`config.mk`:
```
export PLATFORM = sky130hd
export DESIGN_NAME = instr_fetch_ctrl
export DESIGN_NICKNAME = d
export VERILOG_FILES = /design/src/rtl/instr_fetch_ctrl.sv
export SDC_FILE = /design/constraint.sdc
export NUM_CORES = 1
export LEC_CHECK = 0
export BUFFER_PORTS_ARGS = -buffer_cell sky130_fd_sc_hd__clkbuf_2
export CAP_MARGIN = 20
export CELL_PAD_IN_SITES_DETAIL_PLACEMENT = 1
export CELL_PAD_IN_SITES_GLOBAL_PLACEMENT = 1
export CORE_MARGIN = 1.5
export CORE_UTILIZATION = 40
export DETAILED_ROUTE_END_ITERATION = 10
export PLACE_DENSITY_LB_ADDON = 0.3
export SLEW_MARGIN = 20
export SYNTH_ARGS = -nofsm -noshare
export SYNTH_HDL_FRONTEND = slang
export SYNTH_SLANG_ARGS = --single-unit
```
`constraint.sdc`:
```
create_clock -name clk -period 4.3 [get_ports clk]
set_input_delay 0.215 -clock clk [delete_from_list [all_inputs] [get_ports clk]]
set_output_delay 0.215 -clock clk [all_outputs]
set_load 0.05 [all_outputs]
```
`src/rtl/instr_fetch_ctrl.sv`:
```
// Instruction fetch sequencer: PC register drives the ROM, fetched words queue up for decode.
// Optional misaligned-redirect trap is enabled by defining FETCH_MISALIGN_TRAP_EN.
module instr_fetch_ctrl #(
  parameter int unsigned DEPTH     = 2,
  parameter logic [31:0] RESET_PC  = 32'h0,
  parameter int unsigned ROM_WORDS = 100
) (
  input  logic        clk,
  input  logic        reset,
  input  logic        fetch_en_i,
  output logic [31:0] rom_addr_o,
  input  logic [31:0] rom_data_i,
  input  logic        redirect_i,
  input  logic [31:0] redirect_pc_i,
  output logic        inst_valid_o,
  input  logic        inst_ready_i,
  output logic [31:0] inst_o,
  output logic [31:0] inst_pc_o,
  output logic        fault_o
);

  localparam int unsigned PtrW     = $clog2(DEPTH);
  localparam logic [PtrW:0] Full   = (PtrW + 1)'(DEPTH);
  localparam logic [31:0] RomLimit = 32'(ROM_WORDS * 4);
  localparam logic [31:0] NopInst  = 32'h0000_0013;

`ifdef FETCH_MISALIGN_TRAP_EN
  typedef enum logic [1:0] {StBoot, StRun, StFault} state_e;
`else
  typedef enum logic [0:0] {StBoot, StRun} state_e;
`endif

  state_e            state_q, state_d;
  logic [31:0]       pc_q, pc_d;
  logic [PtrW-1:0]   rd_ptr_q, rd_ptr_d;
  logic [PtrW-1:0]   wr_ptr_q, wr_ptr_d;
  logic [PtrW:0]     count_q, count_d;
  logic [31:0]       mem_inst_q [DEPTH];
  logic [31:0]       mem_pc_q [DEPTH];
  logic [31:0]       head_inst_q, head_inst_d;
  logic [31:0]       head_pc_q, head_pc_d;
  logic              pop, push, redirect_ok, remaining_nz;
  logic [31:0]       push_word;
`ifdef FETCH_MISALIGN_TRAP_EN
  logic              fault_q, fault_d;
`endif

  assign pop       = (count_q != '0) && inst_ready_i;
  assign push_word = (pc_q < RomLimit) ? rom_data_i : NopInst;

  always_comb begin
    state_d      = state_q;
    pc_d         = pc_q;
    rd_ptr_d     = rd_ptr_q;
    wr_ptr_d     = wr_ptr_q;
    count_d      = count_q;
    head_inst_d  = head_inst_q;
    head_pc_d    = head_pc_q;
    push         = 1'b0;
    remaining_nz = 1'b0;
    redirect_ok  = redirect_i;
`ifdef FETCH_MISALIGN_TRAP_EN
    fault_d      = fault_q;
    if (state_q == StFault) redirect_ok = 1'b0;
`endif

    case (state_q)
      StBoot:  state_d = StRun;
      default: ;
    endcase

    if (redirect_ok) begin
      // Flush wins over push and pop; head registers keep the last delivered entry.
      count_d  = '0;
      rd_ptr_d = '0;
      wr_ptr_d = '0;
      pc_d     = redirect_pc_i & ~32'h3;
`ifdef FETCH_MISALIGN_TRAP_EN
      if (redirect_pc_i[1:0] != 2'b00) begin
        fault_d = 1'b1;
        state_d = StFault;
      end
`endif
    end else begin
      push = (state_q == StRun) && fetch_en_i && ((count_q != Full) || pop);
      if (pop) rd_ptr_d = rd_ptr_q + PtrW'(1);
      if (push) begin
        wr_ptr_d = wr_ptr_q + PtrW'(1);
        pc_d     = pc_q + 32'd4;
      end
      if (push && !pop) count_d = count_q + (PtrW + 1)'(1);
      else if (pop && !push) count_d = count_q - (PtrW + 1)'(1);

      remaining_nz = pop ? (count_q > (PtrW + 1)'(1)) : (count_q != '0);
      if (remaining_nz) begin
        head_inst_d = mem_inst_q[rd_ptr_d];
        head_pc_d   = mem_pc_q[rd_ptr_d];
      end else if (push) begin
        head_inst_d = push_word;
        head_pc_d   = pc_q;
      end
    end
  end

  always_ff @(posedge clk) begin
    if (reset) begin
      state_q     <= StBoot;
      pc_q        <= RESET_PC;
      rd_ptr_q    <= '0;
      wr_ptr_q    <= '0;
      count_q     <= '0;
      head_inst_q <= '0;
      head_pc_q   <= '0;
`ifdef FETCH_MISALIGN_TRAP_EN
      fault_q     <= 1'b0;
`endif
    end else begin
      state_q     <= state_d;
      pc_q        <= pc_d;
      rd_ptr_q    <= rd_ptr_d;
      wr_ptr_q    <= wr_ptr_d;
      count_q     <= count_d;
      head_inst_q <= head_inst_d;
      head_pc_q   <= head_pc_d;
`ifdef FETCH_MISALIGN_TRAP_EN
      fault_q     <= fault_d;
`endif
    end
  end

  // Storage needs no reset: count gates every read.
  always_ff @(posedge clk) begin
    if (push) begin
      mem_inst_q[wr_ptr_q] <= push_word;
      mem_pc_q[wr_ptr_q]   <= pc_q;
    end
  end

  assign rom_addr_o   = pc_q;
  assign inst_valid_o = (count_q != '0);
  assign inst_o       = head_inst_q;
  assign inst_pc_o    = head_pc_q;
`ifdef FETCH_MISALIGN_TRAP_EN
  assign fault_o      = fault_q;
`else
  assign fault_o      = 1'b0;
`endif

endmodule

```
==> results of run 1 <==
-- worst max-delay path by stage --
stage,start,to,slack [ns],cells after the start
floorplan,count_q[0],mem_inst_q[0][0],0.98,7
global placement,count_q[0],mem_pc_q[1][4],1.16,7
detailed placement,count_q[1],mem_pc_q[1][7],1.14,7
CTS,count_q[1],mem_pc_q[1][5],1.12,7
global route,count_q[1],mem_pc_q[1][3],0.97,7
finish,count_q[1],mem_pc_q[1][5],1.18,7
-- through the flow --
stage | worst slack [ns] | hold WS, ns | utilization | power, mW
after floorplan | 0.983 | 0.360 | - | 2.77
after global placement | 1.16 | 0.455 | 0.457 | 2.93
after detailed placement | 1.14 | 0.460 | 0.457 | 2.94
after CTS | 1.12 | 0.000211 | 0.515 | 5.10
after global routing | 0.969 | 0.0123 | 0.516 | 5.24
final | 1.18 | 0.0123 | 0.516 | 5.05
-- cell type report --
class / instances / share of cell area
Clock buffer: 35 / 0.0611
Clock inverter: 9 / 0.00997
Inverter: 40 / 0.0131
Multi-Input combinational cell: 457 / 0.277
Sequential cell: 221 / 0.485
Tap cell: 285 / 0.0305
Timing Repair Buffer: 223 / 0.123
-- placed cells by master (no fill, tap or decap), types with 12 or more instances in the layout --
master	n
a211oi_1	16
a22oi_1	30
buf_4	12
clkbuf_16	25
clkbuf_2	159
dfxtp_1	97
dlygate4sd3_1	48
edfxtp_1	124
inv_1	37
mux2_2	26
mux2i_1	32
nand2_1	48
nand3_1	13
nand4_1	12
nor2_1	56
o211a_1	30
o22ai_1	59
xor2_1	15
-- cell usage after synthesis (all sizes together), types with 2 or more instances --
| cell type | instances |
|---|---|
| a311oi | 7 |
| a21o | 2 |
| and4 | 4 |
| nor3 | 9 |
| xnor2 | 8 |
| o211a | 30 |
| clkbuf | 38 |
| nand2b | 3 |
| nand2 | 48 |
| a211oi | 18 |
| o22ai | 59 |
| and3 | 5 |
| dfxtp | 97 |
| inv | 39 |
| o21ai | 12 |
| a21oi | 13 |
| a32o | 2 |
| nor4 | 7 |
| ha | 5 |
| buf | 20 |
| edfxtp | 124 |
| nor2 | 59 |
| nand4 | 15 |
| xor2 | 15 |
| o211ai | 3 |
| or3 | 11 |
| and2 | 3 |
| nor2b | 2 |
| mux2i | 32 |
| mux2 | 31 |
| nand3 | 13 |
| a22oi | 30 |
-- where the power goes --
group | switching (mW) | internal [mW]
registers | 0.0727 | 2.29
logic | 0.388 | 0.184
clock network | 0.797 | 1.32
total | 1.26 | 3.80
-- state kept, by name, indices dropped and copies added (netlist names) --
register    cells
inst_o         32
count_q         2
wr_ptr_q        1
mem_pc_q       60
state_q         1
mem_inst_q     64
rom_addr_o     30
rd_ptr_q        1
inst_pc_o      30
-- kinds of logic after synthesis --
kind of cell | after synthesis | share of synthesized area
other | 1 | 0.000406
buffers and inverters | 98 | 0.0440
adder cells (fa/ha/maj) | 5 | 0.00677
multiplexers | 63 | 0.0724
flip-flops | 221 | 0.613
AO/OA/AOI/OAI | 180 | 0.143
AND/OR/NAND/NOR | 181 | 0.0976
XOR/XNOR | 23 | 0.0226
-- tightest hold or removal path, stage by stage --
cell and delay, ns:
clkbuf_2 0.08, nand2_1 0.09, o22ai_1 0.09
-- per-layer routing --
layer | track usage | share of wire
met1 | 0.284 | 0.45
met2 | 0.354 | 0.47
met3 | 0.0329 | 0.049
met4 | 0.0536 | 0.020
met5 | 0 | 0.00051
-- what timing repair did --
action,in CTS,in global routing
hold buffers,48,0
hold endpoints to repair,50,0
endpoints found under the setup margin,0,0
==> metrics.txt, run 1 <==
status completed; Startpoint Class register; Top Ports 167; CP max FO 20; Initial Util 0.408; Finished Layout Cells 1,270; DP Cell Count 1,177; fraction of layout cells with a size suffix above 1 0.259; P_leak 5.28 nW; top cell type by total area after synthesis edfxtp_1; Crit Path Category register to register; Rows 55; WP buf/inv 3; Inserted Clock Buffers 24; Die H 155 um; hold endpoint inst_o[20]; Antenna Nets Post-Route 0; initial antenna violation count 1; largest net degree at the start of global routing 65; HP Class input pin to register; Root Driver clkbuf_16; Via Count 6,894; FF-to-FF path depth 7; post-synthesis sequential area ratio 0.613; Ys Warns 0; Final Hold Viols 0; drt total wl 25.3 mm; clk slew on worst S/H paths 0.06 ns; worst skew pair latency 0.51 ns; Multi-input gate area 3230 sq um; Syn Area/Cell 12.0 sq um; Pwr Density 433 nW/um^2; top-area cell type share of the netlist area 0.403; CP max stage cell and2_2; PortBufs 159; Synth cell types 54; maxcap violations 0; CP Data Required Time 4.50 ns; design area 11,700 sq um; worst vdd ir 0.259 mV; min cycle time layout 3.12 ns; Final setup viols 0; DP Area 10,300 sq um; CTS tree yes; min-delay src rom_data_i[20]; # Post-CTS Setup Buffers 0; crit path DAT 3.33 ns; CP top delay family simple AND/OR/NAND/NOR gates; vias in the first global route 6,978; Async S/R FF share, synth 0; Clock Skew 0.00691 ns; Ant. Diodes 0; Max clock buf depth 3; element type at the critical path end register; CTS resizes 0; RePlAce Congestion 0.731; Tcrit/Tclk final 0.727; core box area 22,600 sq um; DR WL/cell 19.9 um; register area 5670 sq um; Die W 155 um; FF+latch count, synth 221; dpl hpwl 15.5 mm; via/cell ratio 5.43; top_reg_cell synth edfxtp_1; Fillers 2,396; Max stage delay on crit path 0.62 ns; fmax 0.320 GHz; unrepaired setup endpoints after global routing false; gr usage total 0.210; Hold Path Depth 3; grt ovf 0; final net count 1,041; crit-path cells inv_1 > ha_1 > nor2b_1 > inv_4 > a211oi_2 > and2_2 > buf_4; Syn-to-layout area delta 26.3%; Cells after Synth 772; top cells by area, synth edfxtp_1, dfxtp_1, o22ai_1; global-route wire length before repair 39.6 mm; reg-to-reg endpoint mem_pc_q[1][5]; Final Max Slew Viols 0; worst slew pin tran 0.951 ns; Reg2Reg Setup Slack 1.18 ns; Detailed Routing Iterations Pass 1 5; die outline area 24,000 sq um; Iteration-0 DRC Markers 395; reg2reg start count_q[1]; # clock sinks 221; Remaining DRCs 0; aggregate negative setup slack 0 ns; number of synthesized flops with an enable pin 124; H-tree Lvls 1; Slew headroom 0.366; mapped cell area 9250 sq um
No activity file was read; power rests on OpenSTA's default activity.
==> inputs of run 2 (changes only) <==
- clock period: 4.3 -> 2.5 ns (I/O delays scaled with it)
==> metrics.txt, run 2 (synthesis results as in run 1) <==
# clock sinks 221 (unchanged); largest net degree at the start of global routing 65 (unchanged); Int Pwr 6.75 mW (+78%); P_leak 5.47 nW (+3.5%); setup slack after layout 0.169 ns (-1.01 ns); met2 usage 0.386 (+0.0320); crit-path cells inv_2 > ha_4 > nor2b_1 > inv_4 > a211oi_2 > buf_4 > nor2_2 > buf_4 > a22oi_1 > o22ai_1; initial antenna violation count 0 (-1); Max stage delay on crit path 0.38 ns (-0.24 ns); max reg flops 64 (unchanged); HP Class input pin to register; vias in the first global route 7,486 (+7.3%); fmax 0.429 GHz (+34%); via/cell ratio 5.44 (+0.14%); DP Cell Count 1,197 (+1.7%); global-route wire length before repair 41.8 mm (+5.6%); Iteration-0 DRC Markers 379 (-4.1%); worst hold margin 0.0856 ns (+0.0733 ns); Remaining DRCs 0 (unchanged); CP max FO 20 (unchanged); grt ovf 0 (unchanged); PortBufs 159 (unchanged); element type at the critical path end register; switching power total 2.28 mW (+82%); hold buffers post-CTS 62 (+29%); worst skew pair latency 0.53 ns (+0.02 ns); Via Count 7,094 (+2.9%); Top Usage Layer GRT met2; min cycle time layout 2.33 ns (-0.793 ns); Die W 155 um (unchanged); final net count 1,075 (+3.3%); # Post-CTS Setup Buffers 0 (unchanged); FF-to-FF path depth 10 (+3); Antenna Nets Post-Route 0 (unchanged); status completed; RePlAce Congestion 0.731 (about the same); Finished Layout Cells 1,305 (+2.8%); gr usage total 0.220 (+0.00978); worst vdd ir 0.577 mV (+120%); worst slew pin tran 0.830 ns (-0.122 ns); Clock power frac 0.435 (+0.015); Top Ports 167 (unchanged); Detailed Routing Iterations Pass 1 4 (-1); maxcap violations 0 (unchanged); unrepaired setup endpoints after global routing false; met1 Usage GRT 0.289 (+0.00475); CP Depth 10 (+3); Syn-to-layout area delta 30.7%; Root Driver clkbuf_16; Sw Share 0.253 (+0.00406); dpl hpwl 16.4 mm (+5.8%); Inserted Clock Buffers 25 (+4.2%); Initial Util 0.408 (unchanged); CP max stage cell a211oi_2; Logic pwr share 0.116 (+0.003); core box area 22,600 sq um (unchanged); H-tree Lvls 1 (unchanged); CTS tree yes; Tcrit/Tclk final 0.933 (+0.206); Fillers 2,368 (-1.2%); Hold Path Depth 4 (+1); Final setup viols 0 (unchanged); register area 5670 sq um (about the same); Multi-input gate area 3240 sq um (+0.39%); CP top delay family compound AO/OA/AOI/OAI gates; Die H 155 um (unchanged); crit path DAT 2.68 ns (-0.65 ns); fraction of layout cells with a size suffix above 1 0.278 (+0.0195); drt total wl 26.3 mm (+3.8%); WP buf/inv 4 (+1); Slew headroom 0.447 (+0.0812); Startpoint Class register; CTS resizes 0 (unchanged); CP Data Required Time 2.85 ns (-1.65 ns); Final Max Slew Viols 0 (unchanged); Final Hold Viols 0 (unchanged); die outline area 24,000 sq um (unchanged); Ant. Diodes 0 (unchanged); clk slew on worst S/H paths 0.06 ns (about the same); Max clock buf depth 3 (unchanged); Top reg by flops mem_inst_q; final core utilization 0.534 (+0.0180); grt met3 use 0.0334 (+0.000557); register share of total power 0.449 (-0.018); Most Frequent Cell on Critical Path buf_4; Clock Skew 0.0270 ns (+0.0201 ns); Tot Pwr 9.03 mW (+79%); most common cell after layout, fill and taps aside clkbuf_2; DR WL/cell 20.1 um (+1.0%); most frequent cells in the layout clkbuf_2, edfxtp_1, dfxtp_1, dlygate4sd3_1, o22ai_1; Rows 55 (unchanged); Setup WS pre-CTS 0.226 ns (-0.909 ns); Pwr Density 748 nW/um^2 (+73%); Crit Path Category register to register
run 2: cell types whose count changed in the layout (fill, tap and decap cells not counted), sizes merged:
cell,previous run,this run
buf,16,35
clkbuf,194,190
clkinvlp,0,4
bufinv,3,5
inv,39,40
dlygate4sd3,48,62
clkinv,7,6
run 2: area by class of cell:
type	count	share of cell area
Sequential cell	221	0.469
Clock buffer	31	0.0562
Clock inverter	15	0.0179
Timing Repair Buffer	256	0.146
Tap cell	285	0.0295
Inverter	40	0.0126
Multi-Input combinational cell	457	0.268
run 2: worst paths after layout:
| check | from | endpoint | slack [ns] |
|---|---|---|---|
| min | inst_ready_i | inst_o[1] | 0.09 |
| max | count_q[1] | inst_o[7] | 0.17 |
| min reg2reg | inst_o[1] | inst_o[1] | 0.48 |
| max reg2reg | count_q[1] | inst_o[7] | 0.17 |
run 2: routing by layer:
metal  up-vias  wire length (um)
met5         -                 0
met4         0               330
met3        29              1170
met2       175             13000
met1      3545             11800
li1       3345                 -
run 2: through the flow:
stage / setup TNS, ns / cell area [sq um]
final: 0 / 12100
after global routing: 0 / 12100
after CTS: 0 / 12100
after detailed placement: 0 / 10600
after global placement: 0 / 10600
after floorplan: -0.555 / 9290
run 2: worst register-to-register path: cells and delay by family (launching register included):
family                   cells  cell delay (ns)
flip-flops                   1             0.36
adder cells (fa/ha/maj)      1             0.18
AO/OA/AOI/OAI                3             0.75
buffers and inverters        4             0.59
AND/OR/NAND/NOR              2             0.28
run 2: power groups by stage:
stage	Sequential [mW]	Combinational, mW	Clock (mW)
floorplan	4.37	0.394	0
global placement	4.12	0.957	0
detailed placement	4.13	0.970	0
CTS	4.05	1.05	4.01
global route	4.07	1.12	4.17
finish	4.05	1.05	3.93
==> inputs of run 3 (changes only) <==
- CORE_UTILIZATION: 40 -> 45
- clock period: 2.5 -> 2.9 ns (I/O delays scaled with it)
==> metrics.txt, run 3 (synthesis results as in run 1) <==
Die H 146 um (-5.6%); status completed; grt ovf 0 (unchanged); PortBufs 159 (unchanged); P_leak 5.28 nW (-3.3%); Detailed Routing Iterations Pass 1 4 (unchanged); die outline area 21,400 sq um (-11%); Inserted Clock Buffers 22 (-12%); vias in the first global route 7,356 (-1.7%); Top Ports 167 (unchanged); element type at the critical path end register; WP buf/inv 4 (unchanged); CP Data Required Time 3.06 ns (+0.21 ns); CP max FO 22 (+10%); Most Frequent Cell on Critical Path buf_4; H-tree Lvls 1 (unchanged); maxcap violations 0 (unchanged); design area 11,700 sq um (-3.3%); drt total wl 26.5 mm (+0.83%); fraction of layout cells with a size suffix above 1 0.253 (-0.0254); core box area 20,200 sq um (-11%); largest net degree at the start of global routing 65 (unchanged); Tot Pwr 7.07 mW (-22%); Clock Skew 0.0102 ns (-0.0168 ns); Antenna Nets Post-Route 0 (unchanged); Final Max Slew Viols 0 (unchanged); Max clock buf depth 3 (unchanged); CTS tree yes; most common cell after layout, fill and taps aside clkbuf_2; final core utilization 0.579 (+0.0455); unrepaired setup endpoints after global routing false; worst slew pin tran 0.808 ns (-0.0213 ns); CP Depth 8 (-2); Final setup viols 0 (unchanged); Iteration-0 DRC Markers 439 (+16%); clk slew on worst S/H paths 0.06 ns (about the same); Rows 52 (-5.5%); fmax 0.384 GHz (-10%); crit path DAT 2.77 ns (+0.09 ns); Finished Layout Cells 1,272 (-2.5%); crit-path cells inv_1 > ha_1 > nor2b_2 > buf_4 > inv_4 > a211oi_2 > and2_2 > buf_4; Via Count 7,148 (+0.76%); worst vdd ir 0.400 mV (-31%); DP Area 10,400 sq um (-1.7%); Remaining DRCs 0 (unchanged); worst skew pair latency 0.49 ns (-0.04 ns); Tcrit/Tclk final 0.897 (-0.0355); # Post-CTS Setup Buffers 0 (unchanged); DP Cell Count 1,169 (-2.3%); initial antenna violation count 2 (+2); via/cell ratio 5.62 (+3.4%); Root Driver clkbuf_16; Hold Path Depth 3 (-1); Max stage delay on crit path 0.39 ns (about the same); FF-to-FF path depth 8 (-2); CP max stage cell a211oi_2; min cycle time layout 2.60 ns (+0.270 ns); RePlAce Congestion 0.767 (+4.9%); max reg flops 64 (unchanged); # clock sinks 221 (unchanged); Slew headroom 0.461 (+0.0142); global-route wire length before repair 41.5 mm (-0.87%); Final Hold Viols 0 (unchanged); Initial Util 0.458 (+0.0500); Top reg by flops mem_inst_q; Die W 146 um (-5.6%); DR WL/cell 20.8 um (+3.4%); Syn-to-layout area delta 26.3%; final net count 1,058 (-1.6%); Crit Path Category register to register; dpl hpwl 15.9 mm (-3.1%); Pwr Density 605 nW/um^2 (-19%); gr usage total 0.244 (+0.0240); CP top delay family buffers and inverters; Startpoint Class register; HP Class input pin to register; most frequent cells in the layout clkbuf_2, edfxtp_1, dfxtp_1, dlygate4sd3_1, o22ai_1; aggregate negative setup slack 0 ns (unchanged)
## run 3: cell types whose count changed in the layout (fill, tap and decap cells not counted), moves of 3 or more
cell	before	now
clkbuf_1	4	8
buf_4	28	19
clkinv_1	2	6
bufinv_16	5	0
clkinvlp_4	4	0
buf_12	7	3
clkbuf_16	26	23
## run 3: where the power goes
part / internal (mW) / total, mW / switching, mW
clock: 1.53 / 2.69 / 1.16
combinational: 0.288 / 0.880 / 0.591
sequential: 3.39 / 3.50 / 0.109
total: 5.21 / 7.07 / 1.86
## run 3: final timing paths
| path | startpoint | to | slack [ns] |
|---|---|---|---|
| worst max-delay path | count_q[0] | mem_inst_q[1][5] | 0.30 |
| worst min-delay path | redirect_pc_i[19] | rom_addr_o[19] | 0.02 |
| worst min register to register | inst_pc_o[18] | inst_pc_o[18] | 0.50 |
| worst max register to register | count_q[0] | mem_inst_q[1][5] | 0.30 |
## run 3: metrics by stage
step	hold WS (ns)	worst slack, ns
after floorplan	0.290	0.265
after global placement	0.387	0.285
after detailed placement	0.395	0.238
after CTS	0.00609	0.164
after global routing	0.0427	0.120
final	0.0166	0.299
## run 3: layer usage
| metal | wire length (um) | share of wire | global-route usage | vias to the layer above |
|---|---|---|---|---|
| li1 | - | - | - | 3303 |
| met1 | 11700 | 0.44 | 0.332 | 3611 |
| met2 | 13100 | 0.50 | 0.411 | 193 |
| met3 | 1070 | 0.041 | 0.0281 | 41 |
| met4 | 563 | 0.021 | 0.0758 | 0 |
| met5 | 0 | 0 | 0 | - |
## run 3: area by class of cell
class,instances,area [sq um]
diodes,2,5.00
clock buffers,34,647
clock inverters,6,23.8
fillers,2153,8490
inverters,40,153
multi-input cells,457,3240
flip-flops and latches,221,5670
well taps,270,338
repair buffers,242,1610
## run 3: tightest hold or removal path, stage by stage
cell,delay [ns]
clkbuf_2,0.08
nor2_1,0.13
a211oi_1,0.08
## run 3: timing repair
item,4_1_cts,5_1_grt
endpoints found under the hold margin,122,0
gates resized for setup,0,2
hold buffers,61,0
setup endpoints to repair,0,26
